--- src/rtl/agu_req_queue.sv ---
// Address-request queue between the AGU and the D-cache port: aligned requests
// are buffered in a small FIFO, word-misaligned ones are rejected with a pulse.
`ifndef DATA_WIDTH
`define DATA_WIDTH 32
`endif

module agu_req_queue #(
  parameter int DEPTH      = 4,
  parameter int DATA_WIDTH = `DATA_WIDTH
) (
  input  logic                       clk,
  input  logic                       rst_n,
  input  logic                       flush,
  input  logic                       in_valid,
  input  logic [DATA_WIDTH-1:0]      in_addr,
  input  logic                       in_is_store,
  input  logic [DATA_WIDTH-1:0]      in_data,
  output logic                       in_ready,
  output logic                       req_valid,
  output logic [DATA_WIDTH-1:0]      req_addr,
  output logic                       req_is_store,
  output logic [DATA_WIDTH-1:0]      req_data,
  input  logic                       req_ready,
  output logic                       misalign_valid,
  output logic [DATA_WIDTH-1:0]      misalign_addr,
  output logic [$clog2(DEPTH):0]     count
);

  localparam int PW = $clog2(DEPTH);
  localparam int CW = PW + 1;

  logic [DATA_WIDTH-1:0] mem_addr_q [DEPTH];
  logic [DATA_WIDTH-1:0] mem_data_q [DEPTH];
  logic                  mem_st_q   [DEPTH];

  logic [PW-1:0]         wr_ptr_q, wr_ptr_d;
  logic [PW-1:0]         rd_ptr_q, rd_ptr_d;
  logic [CW-1:0]         count_q, count_d;
  logic                  mis_valid_q, mis_valid_d;
  logic [DATA_WIDTH-1:0] mis_addr_q, mis_addr_d;

  logic accept, aligned, enq, mis, deq;

  // Both flow-control outputs depend only on registered occupancy.
  assign in_ready  = (count_q != CW'(DEPTH));
  assign req_valid = (count_q != '0);

  assign accept  = in_valid && in_ready;
  assign aligned = (in_addr[1:0] == 2'b00);
  assign enq     = accept && aligned && !flush;
  assign mis     = accept && !aligned && !flush;
  assign deq     = req_valid && req_ready;

  always_comb begin
    wr_ptr_d    = wr_ptr_q;
    rd_ptr_d    = rd_ptr_q;
    count_d     = count_q;
    mis_valid_d = mis;
    mis_addr_d  = mis ? in_addr : mis_addr_q;
    if (flush) begin
      // A same-cycle dequeue still completes; the queue simply ends empty.
      wr_ptr_d = '0;
      rd_ptr_d = '0;
      count_d  = '0;
    end else begin
      if (enq) wr_ptr_d = wr_ptr_q + PW'(1);
      if (deq) rd_ptr_d = rd_ptr_q + PW'(1);
      if (enq && !deq)      count_d = count_q + CW'(1);
      else if (!enq && deq) count_d = count_q - CW'(1);
    end
  end

  always_ff @(posedge clk) begin
    if (!rst_n) begin
      wr_ptr_q    <= '0;
      rd_ptr_q    <= '0;
      count_q     <= '0;
      mis_valid_q <= 1'b0;
      mis_addr_q  <= '0;
    end else begin
      wr_ptr_q    <= wr_ptr_d;
      rd_ptr_q    <= rd_ptr_d;
      count_q     <= count_d;
      mis_valid_q <= mis_valid_d;
      mis_addr_q  <= mis_addr_d;
    end
  end

  always_ff @(posedge clk) begin
    if (!rst_n) begin
      for (int unsigned i = 0; i < DEPTH; i++) begin
        mem_addr_q[i] <= '0;
        mem_data_q[i] <= '0;
        mem_st_q[i]   <= 1'b0;
      end
    end else if (enq) begin
      mem_addr_q[wr_ptr_q] <= in_addr;
      mem_data_q[wr_ptr_q] <= in_data;
      mem_st_q[wr_ptr_q]   <= in_is_store;
    end
  end

  assign req_addr       = mem_addr_q[rd_ptr_q];
  assign req_data       = mem_data_q[rd_ptr_q];
  assign req_is_store   = mem_st_q[rd_ptr_q];
  assign misalign_valid = mis_valid_q;
  assign misalign_addr  = mis_addr_q;
  assign count          = count_q;

endmodule

--- config.mk ---
export PLATFORM = sky130hd
export DESIGN_NAME = agu_req_queue
export DESIGN_NICKNAME = d
export VERILOG_FILES = /design/src/rtl/agu_req_queue.sv
export SDC_FILE = /design/constraint.sdc
export NUM_CORES = 1
export LEC_CHECK = 0
export CORE_UTILIZATION = 45
export CTS_BUF_LIST = sky130_fd_sc_hd__clkbuf_8
export DETAILED_ROUTE_END_ITERATION = 10
export PLACE_DENSITY = 0.68
export SLEW_MARGIN = 20
export SYNTH_ARGS = -nofsm -noshare
export SYNTH_HDL_FRONTEND = slang
export SYNTH_SLANG_ARGS = --single-unit
--- constraint.sdc ---
create_clock -name clk -period 16.8 [get_ports clk]
set_clock_uncertainty 0.2 [all_clocks]
set_input_delay 4.2 -clock clk [delete_from_list [all_inputs] [get_ports clk]]
set_output_delay 4.2 -clock clk [all_outputs]
set_load 0.005 [all_outputs]
==> summary.md, run 1 <==
| Metric | Value |
|---|---|
| Worst Path Arrival | 3.16 ns |
| Pre-Repair DR Iteration Count | 5 |
| Setup repair bufs after CTS | 0 |
| Post-CTS sizing | 0 |
| Clk_lat worst skew | 0.55 ns |
| Chip height | 169 um |
| Synth top area cells | edfxtp_1, mux4_2, nor2_1 |
| Setup TNS Final | 0 ns |
| Layout area overhead | 23.3% |
| Least-Margin Pin Slew | 1.08 ns |
| Unique masters post-synth | 33 |
| RSZ-0062 raised after global routing | false |
| Full die area | 0.0285 sq mm |
| Layout cells sized above 1 | 0.133 |
| Worst R2R Path Depth | 10 |
| Ant. Diodes | 0 |
| P_leak | 0.00526 uW |
| Max Cap Viol | 0 |
| VDD IR max | 47.1 uV |
| First-pass GRT wire length | 44200 um |
| RR Endpoint | count[2] |
| PwrDens | 100 mW/mm^2 |
| GP Congestion | 0.779 |
| Crit path cell chain | buf_4 -> mux4_2 -> clkdlybuf4s50_1 |
| WHS Path Cells | 2 |
| Min-Delay Path Class | flip-flop to flip-flop |
| Fraction of the cycle the final worst path needs | 0.450 |
| Synth Instances | 893 |
| CTS Sinks | 302 |
| H-Tree Depth | 2 |
| Max transition margin | 0.278 |
| Vias | 7641 |
| Core area | approximately 0.027 sq mm |
| Grt ovf | 0 |
| CTS Hold Buffers Added | 0 |
| Total track usage | 0.204 |
| Tmin final | 7.56 ns |
| Max stage delay on crit path | 0.77 ns |
| Initial core utilization | 0.461 |
| Worst hold path startpoint | misalign_addr[0] |
| Largest net degree at the start of global routing | between 70 and 80 |
| Min-Delay Endpoint | misalign_addr[0] |
| Starting DRC count in detailed routing | 542 |
| Row Count | 60 |
| TritonCTS clock tree | done |
| Top cell type's share of synthesized area | 0.616 |
| Final setup vio count | 0 |
| Most common cell after layout, fill and taps aside | edfxtp_1 |
| Fmax achieved | 132 MHz |
| Inserted Clock Buffers | 49 |
| CP Capture Type | output pin |
| Sequential area share after synthesis | 0.687 |
| DRC | 0 |
| Nets@finish | between 1000 and 1500 |
| Most frequent cells in the layout | edfxtp_1, nor2_1, clkdlybuf4s50_1 |
| Final wirelength | 28300 um |
| Syn avg cell area | 14.0 sq um |
| Final hold vios | 0 |
| Vias per cell | 5.18 |
| Die Wd | 169 um |
| Clock Tree Buf Depth | 3 |
| Largest area contributor in the netlist | edfxtp_1 |
| Worst reg-to-reg setup slack | about 14 ns |
| Worst setup path class | flip-flop to output pin |
| Synthesized flop and latch total | ~300 |
| Slowest CP cell | buf_4 |
| R2r startpoint | count[1] |
| CTS Root Cell | clkbuf_8 |
| Setup crit start kind | flip-flop |
| Hold Slack | 0.256 ns |
| I/O pin count | 173 |
| WL/cell | 19.2 um |
| Post-route ant nets | 0 |
| Max Slew Vio Count | 0 |
| I/O Buffers | 172 |
| DP Wirelength | 15200 um |
| Status | completed |
| Vias in the first global route | between 8000 and 9000 |
| Initial antenna violation count | 0 |
| CP max FO | 40 |
| Worst EP required | roughly 12 ns |
| Syn Std Cell Area | 0.0125 sq mm |
| Synth Warn # | 0 |
| Clock transition at path regs | ~0.06 ns |
[per-stage QoR]
stage | power (uW) | setup WS [ns] | utilization | std cells | cell area, sq um
4_1_cts | 1570 | 9.08 | 0.569 | 1476 | 15500
3_5_place_dp | 987 | 9.37 | 0.536 | 1392 | 14600
6_report | 1550 | 9.24 | 0.569 | 1476 | 15500
2_1_floorplan | 922 | 6.68 | - | 900 | 12600
5_1_grt | 1610 | 8.97 | 0.569 | 1476 | 15500
3_3_place_gp | 985 | 9.39 | 0.536 | 1392 | 14600
[critical path: cells and delay by family (launching register included)]
kind / cells / cell delay (ns)
buffers and inverters: 2 / 1.24
DFF: 1 / 0.69
muxes: 1 / 0.63
[cell usage after synthesis (all sizes together)]
cell / count
nor3b: 2
buf: 50
dfxtp: 45
nor2: 256
or3: 3
or4b: 1
edfxtp: 257
mux4: 65
mux2i: 34
ha: 1
clkbuf: 10
fa: 1
and3: 2
nand3: 2
nand2b: 1
nand4: 6
and2: 1
o311ai: 1
o21ai: 3
conb: 1
nor2b: 3
o31ai: 2
a21oi: 3
nand2: 133
inv: 4
xor2: 4
o2bb2ai: 2
[worst max path at each step]
stage / to / slack [ns] / depth (start not counted)
2_1_floorplan: mem_addr_q[3][0] / 6.68 / 4
3_3_place_gp: mem_data_q[3][21] / 9.39 / 6
3_5_place_dp: count[2] / 9.37 / 11
4_1_cts: req_addr[14] / 9.08 / 3
5_1_grt: req_data[31] / 8.97 / 3
6_report: req_data[3] / 9.24 / 3
[flip-flops by register name (all words and copies together) (netlist names), named ones only]
signal          count
mem_data_q        128
misalign_valid      1
wr_ptr_q            2
mem_st_q            4
mem_addr_q        128
count               3
rd_ptr_q            2
misalign_addr      32
[layout make-up]
type,instances,area (sq um)
inverters,4,15.0
multi-input cells,534,3680
repair buffers,180,1780
flip-flops and latches,302,8630
clock buffers,55,757
clock inverters,29,139
fillers,2312,11700
well taps,372,465
[power breakdown]
group	internal (uW)	switching, uW
clock	312	272
sequential	843	9.88
combinational	57.8	58.8
[layer usage]
| layer | vias up | track usage | share of wire |
|---|---|---|---|
| met3 | 42 | 0.0433 | 0.070 |
| met2 | 276 | 0.335 | 0.48 |
| li1 | 3536 | - | - |
| met1 | 3787 | 0.277 | 0.43 |
| met5 | - | 0 | 0 |
| met4 | 0 | 0.0577 | 0.018 |
[kinds of logic after synthesis]
logic type,synth area share
compound gates,0.00569
buf+inv,0.0256
fa+ha+maj,0.00259
other cells,0.000299
flops,0.687
mux,0.144
simple gates,0.132
xor+xnor,0.00279
Power figures use the tool's default switching activity.
==> run 2: changes to the inputs <==
Clock period 16.8 ns to 7.5 ns, I/O delays scaled along.
==> run 2 against run 1 <==
Compared with the run above:
- utilization is 0.19 points lower
- critical path depth stayed put
- clock power is 110% higher
- final cell count is 0.27% higher
- setup slack worse by 7.0 ns
- cell area is 0.34% lower
- global-route usage is 0.078 points lower
- sequential share of layout area is 0.19 points higher
- die area stayed put
- sequential cell count stayed put
- largest cell class unchanged
- largest power group unchanged
- highest routed layer unchanged
==> summary.md, run 2 (synthesized netlist as in run 1, its figures left out) <==
| Metric | Value |
|---|---|
| Status | completed (unchanged) |
| Area after DPL | 0.0146 sq mm (about the same) |
| Vias | 7643 (was 7641) |
| RSZ-0062 raised after global routing | false (unchanged) |
| TritonCTS clock tree | done (unchanged) |
| Initial core utilization | 0.461 (unchanged) |
| Setup TNS Final | 0 ns (unchanged) |
| Row Count | 60 (unchanged) |
| VDD IR max | 124 uV (was 47.1 uV) |
| Final setup vio count | 0 (unchanged) |
| WL/cell | 19.2 um (about the same) |
| CP Capture Type | output pin (unchanged) |
| Pre-Repair DR Iteration Count | 5 (unchanged) |
| Initial antenna violation count | 0 (unchanged) |
| Crit path cell chain | buf_4 -> mux4_2 -> clkdlybuf4s50_1 (unchanged) |
| Clock transition at path regs | 0.06 ns (about the same) |
| CP max FO | 46 (was 40) |
| I/O pin count | 173 (unchanged) |
| Finished Layout Cells | 1480 (was 1476) |
| Inserted Clock Buffers | 48 (was 49) |
| Tmin final | 5.21 ns |
| H-Tree Depth | 2 (unchanged) |
| Die Wd | 169 um (unchanged) |
| CTS Hold Buffers Added | 0 (unchanged) |
| Final instance area | 0.0154 sq mm (was 0.0155 sq mm) |
| Final wirelength | 28400 um (was 28300 um) |
| Setup repair bufs after CTS | 0 (unchanged) |
| Worst setup path class | flip-flop to output pin (unchanged) |
| Grt ovf | 0 (unchanged) |
| Final Core Density | 0.567 (was 0.569) |
| GP Congestion | 0.745 (was 0.779) |
| Worst EP required | 5.43 ns (was 12.40 ns) |
| Chip height | 169 um (unchanged) |
| I/O Buffers | 172 (unchanged) |
| Max Cap Viol | 0 (unchanged) |
| P_leak | 0.00524 uW (was 0.00526 uW) |
| Max transition margin | 0.299 (was 0.278) |
| PwrDens | 221 mW/mm^2 (was 100 mW/mm^2) |
| Clock Tree Buf Depth | 3 (unchanged) |
| Vias in the first global route | 7937 (was 8148) |
| Total track usage | 0.203 (was 0.204) |
| Max Slew Vio Count | 0 (unchanged) |
| Slowest CP cell | dfxtp_4 (was buf_4) |
| Placed Instances | 1393 (was 1392) |
| Setup crit start kind | flip-flop (unchanged) |
| DP Wirelength | 15600 um (was 15200 um) |
| Max stage delay on crit path | 0.97 ns (was 0.77 ns) |
| Core area | 0.0272 sq mm (unchanged) |
| Min-Delay Path Class | flip-flop to flip-flop (unchanged) |
| Post-route ant nets | 0 (unchanged) |
| Hold Slack | 0.257 ns (was 0.256 ns) |
| Nets@finish | 1143 (unchanged) |
| Most common cell after layout, fill and taps aside | edfxtp_1 (unchanged) |
| Most frequent cells in the layout | edfxtp_1, nor2_1, clkdlybuf4s50_1 (unchanged) |
| Fraction of the cycle the final worst path needs | 0.695 |
| Starting DRC count in detailed routing | 719 (was 542) |
| Clk_lat worst skew | 0.55 ns (about the same) |
| CTS Root Cell | clkbuf_8 (unchanged) |
| Least-Margin Pin Slew | 1.05 ns (was 1.08 ns) |
| Worst Path Arrival | 3.13 ns (was 3.16 ns) |
| Largest net degree at the start of global routing | 79 (unchanged) |
| Post-CTS sizing | 0 (unchanged) |
| DRC | 0 (unchanged) |
| CTS Sinks | 302 (unchanged) |
| Layout cells sized above 1 | 0.129 (was 0.133) |
| Layout area overhead | 22.9% (was 23.3%) |
| Final hold vios | 0 (unchanged) |
| First-pass GRT wire length | 43800 um (was 44200 um) |
| Full die area | 0.0285 sq mm (unchanged) |
| Fmax achieved | approximately 190 MHz |
| Vias per cell | 5.16 (was 5.18) |
run 2: cell types whose count changed in the layout (fill, tap and decap cells not counted):
cell and delta:
bufinv_16 -1, clkbuf_8 -5, inv_1 +5, clkinvlp_4 +2
clkinv_2 -1, buf_4 +1, diode_2 +1, clkinv_1 +2
run 2: path summary, 6_finish.rpt:
path	endpoint	cells after the start	slack, ns	start
setup / recovery	req_is_store	3	2.29	flip-flop
hold / removal	misalign_addr[1]	2	0.26	misalign_addr[1]
setup reg to reg	count[2]	10	4.73	count[0]
hold reg to reg	misalign_addr[1]	2	0.26	misalign_addr[1]
run 2: worst max-delay path, delay by kind of cell (launching register included):
family / cells / cell delay (ns)
buffers and inverters: 2 / 1.02
muxes: 1 / 0.57
DFF: 1 / 0.97
run 2: routing by layer:
| layer | GRT usage | share of wire |
|---|---|---|
| met1 | 0.270 | 0.43 |
| met2 | 0.336 | 0.49 |
| met3 | 0.0472 | 0.065 |
| met4 | 0.0569 | 0.014 |
| met5 | 0 | 0 |
run 2: cell type report:
type	count	area (sq um)
multi-input combinational	534	3680
fill	2244	11800
tap	372	465
antenna	1	2.50
sequential	302	8630
inverter	4	15.0
timing repair buffer	181	1780
clock buffer	50	688
clock inverter	36	145
run 2: power breakdown:
part / switching (uW) / leakage, uW / total [uW] / internal [uW]
Sequential: 23.3 / 0.00299 / 1910 / 1890
Combinational: 130 / 0.00172 / 260 / 130
Clock: 613 / 0.000519 / 1230 / 614
run 2: stage by stage:
| step | setup slack (ns) | total power, uW |
|---|---|---|
| floorplan | 1.46 | 2060 |
| global placement | 2.46 | 2200 |
| detailed placement | 2.41 | 2210 |
| CTS | 2.14 | 3430 |
| global route | 1.98 | 3530 |
| finish | 2.29 | 3400 |
==> run 3: changes to the inputs <==
Settings changed: PLACE_DENSITY 0.68 to 0.7.
Clock period 7.5 ns to 4.35 ns, I/O delays scaled along.
==> run 3 against run 2 <==
Compared with the run above:
- global-route usage up 0.75 points
- non-clock buffer count grew 12
- wire length up 2.1%
- worst hold slack improved by 0.0019 ns
- setup slack got worse by 1.7 ns
- cell area rose by 1.5%
- register-to-register slack lost 3.1 ns
- clock power rose by 80%
- count of clock-buffer cells in the layout increased by 1
- utilization rose by 0.84 points
- critical path depth unchanged
- final cell count up 1.0%
- largest cell class unchanged
==> summary.md, run 3 (synthesized netlist as in run 1, its figures left out) <==
| Metric | Value |
|---|---|
| RR Endpoint | count[2] (unchanged) |
| Largest net degree at the start of global routing | 66 (was 79) |
| Clock Tree Buf Depth | 3 (unchanged) |
| Total track usage | 0.211 (was 0.203) |
| CP max FO | 13 (was 46) |
| Clock transition at path regs | 0.06 ns (about the same) |
| Status | completed (unchanged) |
| Final hold vios | 0 (unchanged) |
| Vias in the first global route | 8083 (was 7937) |
| Fraction of the cycle the final worst path needs | 0.869 |
| RSZ-0062 raised after global routing | false (unchanged) |
| Pwr Total | 5980 uW (was 3400 uW) |
| TritonCTS clock tree | done (unchanged) |
| Post-CTS sizing | 0 (unchanged) |
| Tmin final | 3.78 ns |
| Max Cap Viol | 0 (unchanged) |
| Setup TNS Final | 0 ns (unchanged) |
| H-Tree Depth | 2 (unchanged) |
| Row Count | 60 (unchanged) |
| Worst Path Arrival | 2.49 ns (was 3.13 ns) |
| VDD IR max | 243 uV (was 124 uV) |
| Min-Delay Path Class | flip-flop to flip-flop (unchanged) |
| Die Wd | 169 um (unchanged) |
| Ant. Diodes | 0 (was 1) |
| Setup repair bufs after CTS | 0 (unchanged) |
| Least-Margin Pin Slew | 0.652 ns (was 1.05 ns) |
| Clk_lat worst skew | 0.56 ns (was 0.55 ns) |
| WL/cell | 19.4 um (was 19.2 um) |
| Layout area overhead | 24.7% (was 22.9%) |
| Worst hold path startpoint | misalign_addr[29] (was misalign_addr[1]) |
| Grt ovf | 0 (unchanged) |
| CTS Hold Buffers Added | 0 (unchanged) |
| GP Congestion | 0.734 (was 0.745) |
| Max transition margin | 0.565 (was 0.299) |
| Layout cells sized above 1 | 0.141 (was 0.129) |
| Starting DRC count in detailed routing | 631 (was 719) |
| Max Slew Vio Count | 0 (unchanged) |
| Worst EP required | 3.06 ns (was 5.43 ns) |
| Full die area | 0.0285 sq mm (unchanged) |
| I/O Buffers | 172 (unchanged) |
| I/O pin count | 173 (unchanged) |
| Pre-Repair DR Iteration Count | 5 (unchanged) |
| WHS Path Cells | 2 (unchanged) |
| First-pass GRT wire length | 45500 um (was 43800 um) |
| Core area | 0.0272 sq mm (unchanged) |
| Worst reg-to-reg setup slack | 1.66 ns (was 4.73 ns) |
| R2r startpoint | count[0] (unchanged) |
| DP Wirelength | 17200 um (was 15600 um) |
| Worst R2R Path Depth | 10 (unchanged) |
| Vias per cell | 5.18 (was 5.16) |
| Final wirelength | 29000 um (was 28400 um) |
| Vias | 7739 (was 7643) |
| Hold Slack | 0.259 ns (was 0.257 ns) |
| PwrDens | 383 mW/mm^2 (was 221 mW/mm^2) |
| Most common cell after layout, fill and taps aside | edfxtp_1 (unchanged) |
| Most frequent cells in the layout | edfxtp_1, nor2_1, clkdlybuf4s50_1 (unchanged) |
| Setup crit start kind | flip-flop (unchanged) |
| Initial antenna violation count | 0 (unchanged) |
| Chip height | 169 um (unchanged) |
| P_leak | 0.00534 uW (was 0.00524 uW) |
| CTS Sinks | 302 (unchanged) |
| Min-Delay Endpoint | misalign_addr[29] (was misalign_addr[1]) |
| CTS Root Cell | clkbuf_8 (unchanged) |
| Post-route ant nets | 0 (unchanged) |
| Initial core utilization | 0.461 (unchanged) |
| CP Capture Type | output pin (unchanged) |
| Nets@finish | 1156 (was 1143) |
| Inserted Clock Buffers | 49 (was 48) |
| Worst setup path class | flip-flop to output pin (unchanged) |
| Fmax achieved | 265 MHz |
| Final setup vio count | 0 (unchanged) |
| DRC | 0 (unchanged) |
run 3: cell types whose count changed in the layout (fill, tap and decap cells not counted):
cell / previous run / this run
bufinv_16: 0 / 1
inv_1: 30 / 26
buf_4: 9 / 14
buf_12: 0 / 7
clkbuf_8: 50 / 51
clkinv_2: 2 / 3
clkinv_1: 5 / 10
diode_2: 1 / 0
run 3: cell type report:
class / instances / area, sq um
clock buffer: 51 / 702
clock inverter: 39 / 184
fill: 2249 / 11500
inverter: 4 / 15.0
multi-input combinational: 534 / 3680
sequential: 302 / 8630
tap: 372 / 465
timing repair buffer: 193 / 1960
run 3: metal layers:
layer  vias to the layer above  share of wire  track usage
li1                       3582              -            -
met1                      3821           0.43        0.300
met2                       301           0.48        0.333
met3                        35          0.079       0.0461
met4                         0          0.013       0.0486
met5                         -              0            0
run 3: critical path, stage by stage (launching register included):
cell	delay, ns
dfxtp_4	0.53
buf_4	0.34
mux4_2	0.53
clkdlybuf4s50_1	0.54
run 3: how the worst max path moves through the flow:
stage | start | end | slack, ns | cells past startpoint
2_1_floorplan | in_addr[0] | mem_addr_q[3][0] | 0.32 | 4
3_3_place_gp | in_addr[0] | mem_data_q[1][16] | 0.77 | 6
3_5_place_dp | in_addr[0] | mem_data_q[1][4] | 0.68 | 6
4_1_cts | flip-flop | req_addr[17] | 0.49 | 3
5_1_grt | flip-flop | req_addr[16] | 0.42 | 3
6_report | flip-flop | req_addr[16] | 0.57 | 3
run 3: stage by stage:
step	cell area (sq um)	setup WS, ns	util	instances
final	15600	0.571	0.575	1495
after global routing	15600	0.424	0.575	1495
after CTS	15600	0.486	0.575	1495
after detailed placement	14700	0.679	0.543	1405
after global placement	14700	0.765	0.543	1405
after floorplan	12600	0.318	-	900
run 3: where the power goes:
group / switching, uW / leakage [uW] / internal, uW
logic: 236 / 0.00182 / 235
registers: 36.8 / 0.00299 / 3250
clock network: 1080 / 0.000531 / 1140
==> RTL edit 1: new RTL, flow settings as in run 3 <==
Put one more register stage on the output `count`. The value now appears one clock later. The other outputs are not delayed to match.
--- a/src/rtl/agu_req_queue.sv
+++ b/src/rtl/agu_req_queue.sv
@@ -106,5 +106,7 @@
   assign misalign_valid = mis_valid_q;
   assign misalign_addr  = mis_addr_q;
-  assign count          = count_q;
+  always_ff @(posedge clk) begin
+    count <= count_q;
+  end
 
 endmodule
Behaviour: not the same (a bounded check fails within 4 cycles, from zero or initial values and one cycle with rst_n low).
==> RTL edit 1 against run 3 <==
Via count is 0.67% higher. Worst setup slack worse by 0.13 ns. Total power rose by 1.2%. Global-route usage down 0.79 points. Sequential cell count is 3 higher. Count of clock-buffer cells in the layout up 1. Clock power up 2%. Routed wire length down 1.0%. Final area up 0.87%. Non-clock buffer count up 3. Synthesized cell count is 0.34% higher. Synthesized area is 0.48% higher. Largest cell class unchanged. Largest power group unchanged. Highest routed layer unchanged.
==> RTL edit 1: results <==
[outcome]
status = finished, final reports clean

[drt]
drt_wl_total_mm = 28.71
first_pass_iters = 5
wl_per_cell_um = 19.13
routed.top_layer = met4
wl_met1_mm = 12.48
initialDrtViolationCount = 580
dr_wl_met2_mm = 13.91
dr_total_vias = 7791
drc_errors = 0
dr_wl_met3_mm = 1.874

[critical_path]
worstPathArrival_ns = 2.62
max_stage_delay_ns = 0.67
crit_family = buffers and inverters
path_max_fanout = 24
cp_slowest_cell = dfxtp_4

[placed_design]
dp.final_hpwl_mm = 17.15
io_buffers = 172
dp_cells = 1411
place_area_sq_um = 14870
place_ws_ns = 0.7043
place.gp.congestion = 0.7366

[logic_synthesis]
ys_warn_count = 0
yosysSeqAreaShare = 0.6889
yosys-top-cells-area = edfxtp_1 (61%), mux4_2 (12%), dfxtp_1 (7.6%)
synth_common_cells = edfxtp_1 (257), nor2_1 (256), nand2_1 (133)
synthArstFlopShare = 0
synth-edff-count = 257
synth.distinct_cells = 33
syn_inst = 896
synth_top_area_frac = 0.6126

[grt]
grt_start_max_net_pins = 66
grt.total_usage = 0.2032
grt_pass1_vias = 8019
grt_antenna_before_repair = 0
grt_pass1_wl_mm = 44.03

[cts]
clock-root-buffer = clkbuf_8
numCtsBuffers = 49
clk_pin_slew_worst_paths_ns = 0.06
cts-resized-gates = 0
htree_levels = 2
cts_setup_buffers = 0
cts_max_path_buffers = 3
clk_latency_ns = 0.56

[pwr]
cellLeakagePower_nw = 5.382
peakVddDrop_mv = 0.1805

[min_path]
min_path_type = reg2reg

[finish]
final_nets = 1162
antenna_cells = 0
layout-drive-gt1-share = 0.1461

[sta]
relSlewSlack = 0.3463
## RTL edit 1: cell types whose count changed in the layout (fill, tap and decap cells not counted), sizes merged
cell / change
inv: -6
clkinv: +5
buf: +3
dfxtp: +3
clkbuf: +1
## RTL edit 1: cells by family (layout without fill, tap and decap cells)
| group | count (synthesis) | count (layout) | share of synthesized area |
|---|---|---|---|
| AND/OR/NAND/NOR | 410 | 410 | 0.1310 |
| flip-flops | 305 | 305 | 0.6889 |
| XOR/XNOR | 4 | 4 | 0.002781 |
| other | 1 | 8 | 0.0002977 |
| adder cells (fa/ha/maj) | 2 | 2 | 0.002582 |
| multiplexers | 99 | 99 | 0.1432 |
| AO/OA/AOI/OAI | 11 | 11 | 0.005661 |
| buffers and inverters | 64 | 290 | 0.02553 |
## RTL edit 1: final timing paths
check	to	slack [ns]	startpoint	depth (start not counted)
worst max-delay path	req_addr[27]	0.44	flop	3
worst min-delay path	count[2]$_DFF_P_	0.25	count_q[2]$_SDFFE_PP0P_	0
worst max register to register	count_q[2]$_SDFFE_PP0P_	1.70	count_q[0]$_SDFFE_PP0P_	10
worst min register to register	count[2]$_DFF_P_	0.25	count_q[2]$_SDFFE_PP0P_	0
## RTL edit 1: area by class of cell
class / instances / area, sq um
sequential: 305 / 8686
timing repair buffer: 196 / 2024
inverter: 4 / 15.01
clock buffer: 52 / 715.7
fill: 2216 / 11410
clock inverter: 38 / 183.9
tap: 372 / 465.4
multi-input combinational: 534 / 3679
## RTL edit 1: layer usage
metal	up-vias	global-route usage
met5	-	0
met4	0	0.05405
met3	32	0.03988
met2	272	0.3306
met1	3899	0.2804
li1	3588	-
## RTL edit 1: power by group
group	switching [mW]	leakage (nW)	internal, mW
clock	1.09	0.521	1.16
combinational	0.235	1.85	0.241
sequential	0.0386	3.02	3.28
total	1.37	5.38	4.68
==> RTL edit 2: new RTL, settings of run 3 <==
Without the edit above. Set the parameter `DEPTH` to 2 (it was 4).
--- a/src/rtl/agu_req_queue.sv
+++ b/src/rtl/agu_req_queue.sv
@@ -6,5 +6,5 @@
 
 module agu_req_queue #(
-  parameter int DEPTH      = 4,
+  parameter int DEPTH      = 2,
   parameter int DATA_WIDTH = `DATA_WIDTH
 ) (
Ports: changed (resized count); port bits go from 173 to 172. The function was not compared with the original's and may differ.
==> RTL edit 2 against run 3 <==
Total power fell by 48%. Sequential cell count decreased by 134. Routed wire length shrank 49%. Hold slack hardly changed. Worst setup slack gained 0.16 ns. Highest routed layer unchanged. Count of clock-buffer cells in the layout down 34. Largest power group unchanged. Synthesized area is 43% lower. Via count decreased by 42%. Final area shrank 40%. Critical path type unchanged.
==> RTL edit 2: results <==
[grt]
grt_start_max_net_pins = 70
grt_pass1_vias = 4633
grt_pass1_wl_mm = 23.31
use_met1 = 0.2340
met3_usage = 0.07095

[pwr]
peakVddDrop_mv = 0.1983
p_int_mw = 2.394
pg_clk_mw = 0.995
seq_power_share = 0.583
cellLeakagePower_nw = 3.505

[critical_path]
crit_end = req_addr[8]
crit_family = flip-flops
reg2reg_to = mem_addr_q[1][1]$_SDFFCE_PN0P_
r2r_slack_ns = 1.78
timing.rr.start = count[1]$_SDFFE_PP0P_
worstPathArrival_ns = 2.33

[placed_design]
dp_cells = 884
place.gp.congestion = 0.7337
place_ws_ns = 0.7159

[sta]
timing.final.crit_share = 0.8308
relSlewSlack = 0.4045

[logic_synthesis]
yosys-top-cells-area = edfxtp_1 (54%), dfxtp_1 (11%), and2_1 (11%)
synth.mux.area_fraction = 0.1474
synth_compound_area_frac = 0.005259
synthAdderAreaFrac = 0.001753
synth-xor-area-share = 0.003681
syn_area_per_cell_sq_um = 13.67
synth.distinct_cells = 27

[min_path]
min_from = misalign_addr[7]$_SDFFE_PN0P_

[drt]
first_pass_iters = 4
drt_wl_total_mm = 14.84
initialDrtViolationCount = 241

[finish]
fillers = 1222
final_nets = 763
post-route-cell-area_sq_um = 9409

[cts]
numCtsBuffers = 17
clk_latency_ns = 0.44

[outcome]
status = finished, final reports clean
-- RTL edit 2: worst register-to-register path: stages (launching register included) --
cell and delay [ns]:
dfxtp_1 0.39, nor2b_1 0.68, inv_1 0.22, nand4_1 0.25, nand2_4 0.26, buf_12 0.31
-- RTL edit 2: worst min path at each step --
stage | slack (ns) | endpoint | cells after the start
2_1_floorplan | 0.24 | mem_st_q[1]$_DFF_P_ | 2
3_3_place_gp | 0.24 | misalign_addr[23]$_SDFFE_PN0P_ | 2
3_5_place_dp | 0.25 | misalign_addr[16]$_SDFFE_PN0P_ | 2
4_1_cts | 0.26 | misalign_addr[24]$_SDFFE_PN0P_ | 2
5_1_grt | 0.27 | misalign_addr[22]$_SDFFE_PN0P_ | 2
6_report | 0.26 | misalign_addr[7]$_SDFFE_PN0P_ | 2
-- RTL edit 2: final cells by class --
class,count,area share
sequential,168,0.4940
timing repair buffer,179,0.1904
multi-input combinational,325,0.2503
tap,211,0.02806
clock buffer,17,0.02487
clock inverter,15,0.01197
inverter,1,0.0003989
